**config.mk**
```make
export PLATFORM = sky130hd
export DESIGN_NAME = m216a_top_module
export DESIGN_NICKNAME = d
export VERILOG_FILES = /design/src/rtl/m216a_top_module.sv
export SDC_FILE = /design/constraint.sdc
export NUM_CORES = 1
export LEC_CHECK = 0
export ABC_AREA = 1
export CAP_MARGIN = 5
export CORE_MARGIN = 8
export CORE_UTILIZATION = 55
export CTS_CLUSTER_DIAMETER = 200
export DETAILED_ROUTE_END_ITERATION = 16
export MAX_ROUTING_LAYER = met4
export PLACE_DENSITY = 0.77
export SYNTH_ARGS = -nofsm -noshare
export SYNTH_HDL_FRONTEND = slang
export SYNTH_SLANG_ARGS = --single-unit
```
**constraint.sdc**
```tcl
create_clock -name clk -period 2.9 [get_ports clk]
set_input_delay 0.435 -clock clk [delete_from_list [all_inputs] [get_ports clk]]
set_output_delay 0.435 -clock clk [all_outputs]
set_load 0.05 [all_outputs]
```
**src/rtl/m216a_top_module.sv**
```systemverilog
// MASH 1-1-1 delta-sigma modulator: 4-bit integer + 16-bit fraction in, 4-bit
// noise-shaped integer stream out, for driving a multi-modulus divider.
module m216a_top_module (
    input  logic        clk,
    input  logic        rst_n,
    input  logic [3:0]  in_i,
    input  logic [15:0] in_f,
    output logic [3:0]  out
);

    logic [15:0] acc1, acc2, acc3;
    logic        c1, c2, c3;
    logic        c1_d, c1_dd, c2_d, c2_dd, c3_d, c3_dd;
    logic [3:0]  in_i_d, in_i_dd, in_i_ddd;
    logic [16:0] sum1, sum2, sum3;
    logic signed [5:0] corr, total;
    logic [3:0]  out_nxt;

    assign sum1 = {1'b0, acc1} + {1'b0, in_f};
    assign sum2 = {1'b0, acc2} + {1'b0, acc1};
    assign sum3 = {1'b0, acc3} + {1'b0, acc2};

    // Noise cancellation: stage-1/2 carry noise cancels, leaving -(1-z^-1)^3 E3.
    always_comb begin
        corr = 6'(c1_dd) + 6'(c2_d) - 6'(c2_dd)
             + 6'(c3) - 6'({c3_d, 1'b0}) + 6'(c3_dd);
        total = corr + $signed({2'b00, in_i_ddd});
        if (total < 6'sd0)
            out_nxt = 4'd0;
        else if (total > 6'sd15)
            out_nxt = 4'd15;
        else
            out_nxt = total[3:0];
    end

    // rst_n is active-high despite its name; the port name is kept for compatibility.
    always_ff @(posedge clk) begin
        if (rst_n) begin
            acc1 <= '0; acc2 <= '0; acc3 <= '0;
            c1 <= 1'b0; c2 <= 1'b0; c3 <= 1'b0;
            c1_d <= 1'b0; c1_dd <= 1'b0;
            c2_d <= 1'b0; c2_dd <= 1'b0;
            c3_d <= 1'b0; c3_dd <= 1'b0;
            in_i_d <= '0; in_i_dd <= '0; in_i_ddd <= '0;
            out <= '0;
        end else begin
            {c1, acc1} <= sum1;
            {c2, acc2} <= sum2;
            {c3, acc3} <= sum3;
            c1_d <= c1; c1_dd <= c1_d;
            c2_d <= c2; c2_dd <= c2_d;
            c3_d <= c3; c3_dd <= c3_d;
            in_i_d <= in_i; in_i_dd <= in_i_d; in_i_ddd <= in_i_dd;
            out <= out_nxt;
        end
    end

endmodule

```
---- After elaboration in Yosys (flattened, before gate mapping) ----
Cells that the tools add are included.
word-level totals
  register bits after elaboration ......... 73
  bits of input ports ..................... 22
  output and inout port bits .............. 4
  logic and storage cells ................. 29
cells by class
  $add $sub $neg .......................... 9
  magnitude comparators ................... 2
  mux-type cells .......................... 1
  reductions and logical operators ........ 1
operators by type and width
  operator            count
  $add 16x16->17      3
  $add 5x2->6         1
  $add 6x5->6         1
  $gt 6x5->1 const B  1
  $lt 6x1->1 const B  1
  $sub 4x3->5         1
  $add 3x2->4         1
  $mux 4              1
  $sub 2x1->3         1
  $add 1x1->2         1
  $reduce_or 2->1     1

---- Longest topological paths before layout ----
  depth in word-level cells ............... 8
  gate-level depth with buffers ........... 18
  depth with buffers taken out ............ 18

---- Worst setup path before layout ----
Ideal clock, no wire load.
  path type ............................... reg-to-reg
  start point ............................. register c2_d
  end point ............................... register out[2]
  library setup time ...................... 0.070 ns
  arrival ................................. 2.677 ns
  data required time ...................... 2.830 ns
  path slack .............................. 0.153 ns
  stages on the path, launching flop included .. 17
  path buffers ............................ 0
  clock period less this slack ............ 2.747 ns
  path through ............................ dfxtp_1 inv_1 ha_1 inv_1 ha_1 inv_1 ha_1 fa_1 inv_1 ha_1 ha_1 or2_1 nand3_1 nand2_1 nand2_1 nand3_1 a21oi_1
on the way
  cells in the longest elaborated chain, start to end .. 8
  elaborated cells between the ends (all ways) .. 10
  classes of those cells .................. add/sub (6); order compare (2); mux (1); reduce/logical (1)
ends and longest elaborated chain
  element                                           line    RTL
  start: declaration                                13      logic c1_d, c1_dd, c2_d, c2_dd, c3_d, c3_dd;
  start signal: assignment                          42      c2_d <= 1'b0; c2_dd <= 1'b0;
  start signal: assignment                          51      c2_d <= c2; c2_dd <= c2_d;
  $add 1x1->2 *                                     25      corr = 6'(c1_dd) + 6'(c2_d) - 6'(c2_dd)
  $sub 2x1->3 *                                     25
  $add 3x2->4 *                                     26      + 6'(c3) - 6'({c3_d, 1'b0}) + 6'(c3_dd);
  $sub 4x3->5 *                                     26
  $add 5x2->6 *                                     26
  $add 6x5->6 *                                     27      total = corr + $signed({2'b00, in_i_ddd});
  $gt 6x5->1 / $lt 6x1->1 (equally long branches)   30, 28
  $mux 4 / $reduce_or 2->1 (equally long branches)  n/a
  end signal: assignment                            54      out <= out_nxt;
  end: declaration                                  8       output logic [3:0] out
Every way passes the cells marked *; elsewhere a longest branch is shown, timed or not.
A chain may end at the register's enable or synchronous reset.

---- Worst setup path after layout ----
Same ends and word-level chain as after synthesis.

==> PnR_summary.wiki <==
{| class="wikitable"
! Metric !! Value
|-
| Final antenna-violating net count || 0
|-
| Highest attainable clock frequency || around 350 MHz
|-
| Post-layout nets || between 900 and 1000
|-
| Number of max-cap violations || 0
|-
| Detailed router's first-iteration violation count || about 180
|-
| Worst-path cell chain || inv_2 > ha_1 > inv_1 > ha_2 > inv_2 > ha_4 > inv_4 > ha_4 > inv_2 > fa_1 > ha_4 > inv_2 > nor2_2 > nand3_2 > nand3b_1 > nand3_2 > a21oi_2
|-
| Max incr delay on CP || just under 0.5 ns
|-
| Area of the core || about 9200 µm²
|-
| Post-synthesis instance total || 803
|-
| Count of clock tree sinks || 73
|-
| Reported leakage power || between 0.003 and 0.004 µW
|-
| Antenna diode count || 0
|-
| Least-Margin Pin Slew || 0.4950 ns
|-
| Area share of the leading cell type in the synthesized netlist || 28.23%
|-
| Sum of negative setup slack || 0 ns
|-
| FF-to-FF path depth || 17
|-
| Count of state elements after synthesis || 73
|-
| Syn Nets || 893
|-
| Startpoint type of the worst setup path || flop
|-
| Global-route wire length before repair || 18890 µm
|-
| Final critical-path required period || approximately 2.8 ns
|-
| Initial core utilization || a little under three fifths
|-
| DR WL/cell || 11.54 µm
|-
| Fraction of final layout cells sized beyond drive strength 1 || a little over a tenth
|-
| Ranking of synthesized cells by area || dfxtp_1 (28%), nand2_1 (17%), ha_1 (15%)
|-
| Peak supply drop || ~450 µV
|-
| H-tree level count || 3
|-
| Most common library cells after synthesis || nand2_1 (234), inv_1 (159), nor2_1 (85)
|-
| Critical path data arrival time || 3.14 ns
|-
| Total number of vias || 4734
|-
| Number of global-route vias before repair || roughly 4500
|-
| Endpoint required time on the critical path || 3.20 ns
|-
| Path type of the worst setup path || flop to flop
|-
| Share of synthesized flip-flops with an asynchronous set or reset || 0%
|-
| Count of flip-flops with a built-in enable after synthesis || 0
|-
| Most numerous cell in the Yosys netlist || nand2_1
|-
| Worst Setup End Kind || flop
|-
| Total Power Consumption || around 5000 µW
|-
| HPWL after detailed placement || 8612 µm
|-
| Count of TritonRoute iterations in the first routing pass || 5
|-
| Layout filler cell count || 803
|-
| Cts hold-fix bufs || 0
|-
| Root buffer cell || clkbuf_8
|-
| Post-Route Hold Slack || between 0.4 and 0.5 ns
|-
| IO Port Bufs || 25
|-
| CP top delay family || adder cells
|-
| Boundary pin count || 26
|-
| Top fanout value on the critical path || 4
|-
| Area enclosed by the die boundary || roughly 13000 µm²
|-
| Clock slew at the register clock pins of the worst setup and hold paths || ~0.080 ns
|-
| Overflow after GRT || 0
|-
| Register-to-register setup slack || ~0.060 ns
|-
| Post-route fraction of the period consumed by the critical path || between 90% and 100%
|-
| Top FF cell, synth || dfxtp_1
|-
| Run status || finished clean
|-
| Type of the tightest min-delay check || flop to flop
|-
| Max_slew headroom || roughly two thirds
|-
| Count of synthesis-stage warnings from yosys || 0
|-
| Top cell by count, worst path || inv_2
|-
| Final Routed Wirelength || ~11000 µm
|-
| Largest net degree at the start of global routing || 41
|-
| Yosys top cell by area || dfxtp_1
|-
| TritonCTS clock tree || done
|-
| Clock buffers created by TritonCTS || 9
|-
| Area growth from synthesis to final layout || 13.68%
|-
| Count of standard-cell rows || 35
|-
| Combined area of all synthesized cells || approximately 5200 µm²
|-
| Number of vias per cell || about 5.0
|-
| CP Capture Point || out[2]
|-
| Stages on worst setup path || 17
|-
| Count of final hold-check violations || 0
|-
| Initial antenna violation count || 0
|-
| Launch point of the critical path || c2_d
|-
| Cell variety after synth || 30
|-
| Die width || between 100 and 150 µm
|-
| Utilization after layout || a little under two thirds
|-
| Number of standard cells in the layout, taps in and fillers out || 953
|-
| Detailed-route DRC error count || 0
|-
| Buffers & Inverters on Critical Path || 6
|-
| Worst-case clock buffer depth || 2
|-
| Cell Count Post-Placement || 935
|-
| Sequential share of the synthesized area || between 20% and 30%
|-
| Final max-slew violation count || 0
|-
| Die outline height || between 100 and 150 µm
|-
| Worst flop-to-flop path endpoint || out[2]
|-
| Power per Cell Area || between 800 and 900 nW/µm²
|-
| Total routing usage reported by global routing || 18.36%
|-
| Final-report setup violation count || 0
|-
| Setup skew after layout || ~0.0088 ns
|-
| Per-instance average area after synthesis || 6.446 µm²
|-
| Final weighted congestion in routability-driven placement || about 0.93
|-
| Worst r2r src || c2_d
|-
| Clock network latency to the later pin of the worst-skew pair || 0.35 ns
|-
| Slowest cell on the critical path || fa_1
|}
==> cells by family (layout without fill, tap and decap cells) <==
| group | after synthesis | count (layout) | share of synthesized area, % |
|---|---|---|---|
| and+or+nand+nor | 386 | 386 | 31.21 |
| buffers and inverters | 188 | 227 | 13.83 |
| AOI/OAI and AO/OA | 85 | 85 | 8.775 |
| DFF | 73 | 73 | 28.23 |
| adders and majority gates | 68 | 68 | 17.45 |
| xor gates and xnor gates | 3 | 3 | 0.5077 |
==> worst min-delay path by stage <==
| stage | endpoint | slack (ns) | start | depth (start not counted) |
|---|---|---|---|---|
| finish | in_i_dd[3] | 0.41 | in_i_d[3] | 2 |
| global route | in_i_ddd[3] | 0.43 | in_i_dd[3] | 2 |
| CTS | in_i_dd[3] | 0.41 | in_i_d[3] | 2 |
| detailed placement | in_i_dd[1] | 0.40 | in_i_d[1] | 2 |
| global placement | in_i_dd[3] | 0.39 | in_i_d[3] | 2 |
| floorplan | c1_d | 0.39 | c1 | 2 |
==> metrics by stage <==
step | setup slack, ns | instance area, µm²
after global placement | 0.07411 | 5552
final | 0.06035 | 5884
after CTS | -0.0007818 | 5762
after detailed placement | -0.04448 | 5552
after global routing | -0.05168 | 5884
after floorplan | 0.1527 | 5176
==> repair_timing <==
item                                   CTS  global route
setup buffers                            0             2
gates resized for setup                  2            28
setup endpoints to repair                4             4
pin swaps                                0            13
endpoints found under the hold margin    0             0
==> layer usage <==
metal | global-route usage, % | part of all wire [%] | routed length, µm
met5 | - | 0 | 0
met4 | 7.016 | 2.0 | 217
met3 | 3.408 | 3.8 | 418
met2 | 32.14 | 50 | 5543
met1 | 20.31 | 44 | 4813
==> worst reg2reg max path, cell delays in order (launching register included) <==
cell and delay (ns):
dfxtp_1 0.33, inv_2 0.04, ha_1 0.27, inv_1 0.06, ha_2 0.17, inv_2 0.05, ha_4 0.15, inv_4 0.05
ha_4 0.11, inv_2 0.04, fa_1 0.49, ha_4 0.34, inv_2 0.04, nor2_2 0.11, nand3_2 0.10, nand3b_1 0.17
nand3_2 0.12, a21oi_2 0.14
==> where the power goes <==
| group | total (µW) | internal (µW) | switching (µW) |
|---|---|---|---|
| logic | 2730 | 1000 | 1730 |
| clock network | 805 | 401 | 405 |
| registers | 1490 | 1300 | 193 |
==> sequential cells by signal, summed over array words and instances (netlist names), 4 cells and up <==
| signal | cells |
|---|---|
| acc1 | 16 |
| acc2 | 16 |
| acc3 | 16 |
| in_i_d | 4 |
| in_i_dd | 4 |
| in_i_ddd | 4 |
| out | 4 |
==> area by class of cell <==
| cell class | instances | area [µm²] | area share, % |
|---|---|---|---|
| multi-input cells | 542 | 3119 | 53.01 |
| flip-flops and latches | 73 | 1461 | 24.84 |
| inverters | 181 | 681.9 | 11.59 |
| repair buffers | 30 | 287.8 | 4.890 |
| well taps | 111 | 138.9 | 2.360 |
| clock buffers | 10 | 127.6 | 2.169 |
| clock inverters | 6 | 67.56 | 1.148 |
==> cell usage in the layout, fill, tap and decap left out, types with 4 or more instances in the layout <==
master           count
nand2_1            232
inv_1              151
nor2_1              84
dfxtp_1             73
ha_1                55
a21oi_1             53
inv_2               27
clkdlybuf4s50_1     25
nand3_1             23
o21ai_0             18
nand2_2             15
clkbuf_8             9
nand3b_1             5
nand3_2              5
a21oi_2              5
nor3_1               5
fa_1                 5
ha_4                 5
buf_4                5
nand4_1              4
nor3_2               4
Note: power is estimated with default switching activity, not from simulation.
==> patch 1 (same settings) <==
The output `out` loses its register stage (`out` becomes a continuous assignment).
--- a/src/rtl/m216a_top_module.sv
+++ b/src/rtl/m216a_top_module.sv
@@ -43,5 +43,4 @@
             c3_d <= 1'b0; c3_dd <= 1'b0;
             in_i_d <= '0; in_i_dd <= '0; in_i_ddd <= '0;
-            out <= '0;
         end else begin
             {c1, acc1} <= sum1;
@@ -52,8 +51,9 @@
             c3_d <= c3; c3_dd <= c3_d;
             in_i_d <= in_i; in_i_dd <= in_i_d; in_i_ddd <= in_i_dd;
-            out <= out_nxt;
         end
     end
 
+    assign out = out_nxt;
+
 endmodule
 
Behaviour: not the same (Yosys sat finds a counterexample within 4 cycles, from zero or initial values and one cycle with rst_n high).
==> patch 1 against the original RTL <==
The run now ends with negative setup slack left; first-iteration DRC count is 50% higher; via count is 1.7% lower; sequential share of layout area is 1.2 points lower; worst setup slack worse by 0.84 ns; core utilization is 0.84 points higher; sequential cell count is 4 lower; worst hold slack worse by 0.0039 ns; cell count is 0.31% lower; area after synthesis is 3.4% lower; critical endpoint is now out[3]; wire length is 3.0% higher; non-clock buffer count is 5 higher; clock skew is 0.0019 ns higher; final area is 0.62% lower; total power hardly changed.
==> patch 1: results (changes against the original RTL) <==
outcome=finished, violations left; failing checks=negative setup slack; Post CTS Setup Buffer Count=2 (+2); leakage dissipation=3.28 nW (+0.85%); post-DP HPWL=8880 microns (+3.1%); Final WS setup=-0.777 ns (-0.837 ns); grt met3 use=0.0280 (-0.00612); Relative slew margins=0.551 (-0.118); ranking of synthesized cells by area=dfxtp_1 (28%), nand2_1 (18%), ha_1 (15%); max incr delay on CP=0.55 ns (+0.06 ns); M2 GR Usage=0.328 (+0.00651); Synth Area in XOR/XNOR=0.00700 (+0.00193); Setup Skew=0.0108 ns (+0.00194 ns); pin count of the biggest net entering global routing=37 (-9.8%); Placer Congestion=0.900 (-2.8%); Synth Area in Compound Gates=0.0865 (-0.00120); WL final=11300 microns (+3.0%); pre-CTS setup slack=-0.423 ns (-0.379 ns); GRT met1 Usage=0.227 (+0.0243); DP Cell Count=932 (-0.32%); syn avg cell area=6.29 sq um (-2.4%); Mapped Nets=884 (-1.0%); routed length on met3=308 microns (-26%); worst hold path endpoint=c1_dd; Metal-1 WL=5400 microns (+12%); Min-Delay Startpoint=c1_d; Starting DRT DRC Count=274 (+50%); Worst Path Arrival=3.24 ns (+0.10 ns); Worst R2R Start=acc1[0]; final setup violation count=4 (+4); Synth Area in Adders=0.178 (+0.00357)
[patch 1: cell types whose count changed after synthesis, sizes merged, moves of 2 or more]
cell    change
inv         +2
nand3b      -2
nor2        -2
o21ai       -2
clkinv      -2
dfxtp       -4
[patch 1: worst min-delay path: stages, from the launching register on]
cell and delay (ns):
dfxtp_1 0.30, inv_1 0.04, nor2_1 0.03
[patch 1: area by class of cell]
| type | instances | area, sq um | share of cell area |
|---|---|---|---|
| timing repair buffer | 35 | 360 | 0.0616 |
| clock buffer | 11 | 141 | 0.0242 |
| tap | 111 | 139 | 0.0237 |
| clock inverter | 5 | 36.3 | 0.00620 |
| sequential | 69 | 1380 | 0.236 |
| multi-input combinational | 538 | 3110 | 0.532 |
| inverter | 181 | 679 | 0.116 |
[patch 1: cell families after synthesis]
kind of cell             after synthesis
AO/OA/AOI/OAI                         84
XOR/XNOR                               4
adder cells (fa/ha/maj)               67
buffers and inverters                188
flip-flops                            69
AND/OR/NAND/NOR                      383
[patch 1: worst max-delay path by stage]
stage	end	slack [ns]	depth (start not counted)
6_report	out[3]	-0.78	16
3_3_place_gp	out[0]	-0.32	16
3_5_place_dp	out[0]	-0.42	16
2_1_floorplan	out[1]	-0.19	13
5_1_grt	out[3]	-0.88	16
4_1_cts	out[3]	-0.78	16
[patch 1: power breakdown]
part	switching (mW)	internal (mW)	total (mW)
clock network	0.395	0.334	0.729
registers	0.171	1.23	1.40
logic	1.81	1.09	2.90
[patch 1: metrics by stage]
step | util | hold slack (ns) | TNS, ns
floorplan | - | 0.388 | -0.744
finish | 0.648 | 0.405 | -3.03
CTS | 0.646 | 0.406 | -3.02
detailed placement | 0.621 | 0.395 | -1.66
global route | 0.648 | 0.423 | -3.47
global placement | 0.621 | 0.391 | -1.24
==> patch 2 (same flow settings) <==
Made on the original files. Register the inputs `in_i` and `in_f` before use, without a reset. The logic sees them one clock later.
--- a/src/rtl/m216a_top_module.sv
+++ b/src/rtl/m216a_top_module.sv
@@ -9,4 +9,12 @@
 );
 
+    logic [3:0] in_q;
+    logic [15:0] in_f_q;
+
+    always_ff @(posedge clk) begin
+        in_q   <= in_i;
+        in_f_q <= in_f;
+    end
+
     logic [15:0] acc1, acc2, acc3;
     logic        c1, c2, c3;
@@ -17,5 +25,5 @@
     logic [3:0]  out_nxt;
 
-    assign sum1 = {1'b0, acc1} + {1'b0, in_f};
+    assign sum1 = {1'b0, acc1} + {1'b0, in_f_q};
     assign sum2 = {1'b0, acc2} + {1'b0, acc1};
     assign sum3 = {1'b0, acc3} + {1'b0, acc2};
@@ -51,5 +59,5 @@
             c2_d <= c2; c2_dd <= c2_d;
             c3_d <= c3; c3_dd <= c3_d;
-            in_i_d <= in_i; in_i_dd <= in_i_d; in_i_ddd <= in_i_dd;
+            in_i_d <= in_q; in_i_dd <= in_i_d; in_i_ddd <= in_i_dd;
             out <= out_nxt;
         end
Function: changed (Yosys sat finds a counterexample within 10 cycles, from zero or initial values and one cycle with rst_n high).
==> patch 2 against the original RTL <==
Worst setup slack worse by 0.066 ns; worst hold slack got worse by 0.018 ns; total power grew 1.2%; die area increased by 6.0%; final area increased by 7.2%; the flow now finishes with violations (negative setup slack); wire length rose by 9.9%; area after synthesis increased by 7.0%; core utilization up 0.57 points; largest power group unchanged; combinational power decreased by 9.9%; clock power rose by 13%; sequential cell count up 20; global-route usage increased by 0.91 points.
==> patch 2: results (changes against the original RTL) <==
pre-CTS setup slack=-0.0741 ns (-0.0296 ns); outcome=finished, violations left; DP Cell Count=984 (+5.2%); Worst Hold Class=flip-flop to flip-flop; post-DP HPWL=8790 microns (+2.0%); routed len/inst=12.0 microns (+4.2%); Tot GR Track Use=0.193 (+0.00909); measured slew at the worst slew-check pin=0.708 ns (+0.213 ns); Gate Count Post-Synth=830 (+3.4%); Commonest cells post-synth=nand2_1 (240), inv_1 (186), dfxtp_1 (93), nor2_1 (90), ha_1 (61); PortBufs=25 (unchanged); Mapped Nets=920 (+3.0%); Worst Path Arrival=3.21 ns (+0.07 ns); vias in the first global route=4766 (+4.9%); leakage dissipation=3.55 nW (+9.2%); worst vdd ir=0.381 mV (-15%); total of warnings raised by yosys=0 (unchanged); nets@finish=957 (+3.2%); Setup Skew=0.0203 ns (+0.0114 ns); share of cells above drive strength 1=0.0722 (-0.0346); final setup violation count=1 (+1); DR vias/cell=4.88 (-1.7%); ranking of synthesized cells by area=dfxtp_1 (34%), nand2_1 (16%), ha_1 (14%); first-pass GRT wire length=20200 microns (+7.1%); Synth Area in XOR/XNOR=0.00632 (+0.00125); clk_lat worst skew=0.37 ns (+0.02 ns); Seq/Total Area, Yosys=0.336 (+0.0537); GRT met1 Usage=0.223 (+0.0196); Synth Area in Adders=0.163 (-0.0115); Placer Congestion=0.875 (-5.4%); failing checks=negative setup slack; Final WS setup=-0.00570 ns (-0.0661 ns); pin count of the biggest net entering global routing=32 (-22%); M2 GR Usage=0.323 (+0.00176); Synth Area in Compound Gates=0.0761 (-0.0116); clock root buffer master=clkbuf_8; Starting DRT DRC Count=315 (+72%); Vias=4909 (+3.7%); setup TNS=-0.00570 ns (-0.00570 ns); post-place instance area=0.00595 sq mm (+7.1%); grt met3 use=0.0336 (-0.000470)
patch 2: cell count changes in the layout (fill, tap and decap cells not counted), sizes merged, moves of 2 or more:
cell      before  now
o21bai         2    0
nor2          85   91
clkbuf        10   12
inv          180  187
or2            4    2
dfxtp         73   93
clkinvlp       2    0
buf            5    8
patch 2: path summary, 6_finish.rpt:
check | slack, ns | to | depth (start not counted) | from
setup / recovery | -0.006 | out[1] | 17 | c2_d
hold / removal | 0.39 | in_i_dd[2] | 2 | in_i_d[2]
setup reg to reg | -0.006 | out[1] | 17 | c2_d
hold reg to reg | 0.39 | in_i_dd[2] | 2 | in_i_d[2]
patch 2: logic make-up (layout without fill, tap and decap cells):
family	after synthesis	in the layout
flip-flops	93	93
AO/OA/AOI/OAI	82	82
AND/OR/NAND/NOR	389	389
buffers and inverters	194	236
adder cells (fa/ha/maj)	68	68
XOR/XNOR	4	4
patch 2: metal layers:
metal  vias up  part of all wire  routed length [microns]
li1       2595                 -                        -
met1      2185              0.45                     5470
met2        96              0.48                     5770
met3        33             0.043                      525
met4         0             0.026                      318
met5         -                 0                        0
patch 2: layout make-up:
| cell class | count | area [sq um] |
|---|---|---|
| Sequential cell | 93 | 1860 |
| Timing Repair Buffer | 33 | 310 |
| Clock inverter | 4 | 56.3 |
| Clock buffer | 12 | 155 |
| Multi-Input combinational cell | 543 | 3050 |
| Fill cell | 856 | 3460 |
| Tap cell | 133 | 166 |
| Inverter | 187 | 704 |
patch 2: timing repair:
item                                    CTS  global route
buffers inserted                          1             4
pin swaps                                 2            11
endpoints found under the setup margin    4             4
resized for setup                         7            21
patch 2: worst max-delay path, cell delays in order (launching register included):
cell and delay (ns):
dfxtp_2 0.34, inv_2 0.05, ha_4 0.26, inv_2 0.04, ha_4 0.15, inv_4 0.05
ha_4 0.19, fa_1 0.48, buf_4 0.16, buf_4 0.13, ha_1 0.31, nand3_1 0.11
nand3_2 0.11, nand3_2 0.10, nand2_1 0.06, nand2_1 0.07, nand3_2 0.10, nor2_1 0.15
patch 2: report_power, final:
group          switching [mW]  internal, mW  leakage, nW
logic                    1.56         0.903         2.67
registers               0.165          1.56        0.772
clock network           0.462         0.451        0.107
total                    2.18          2.91         3.55
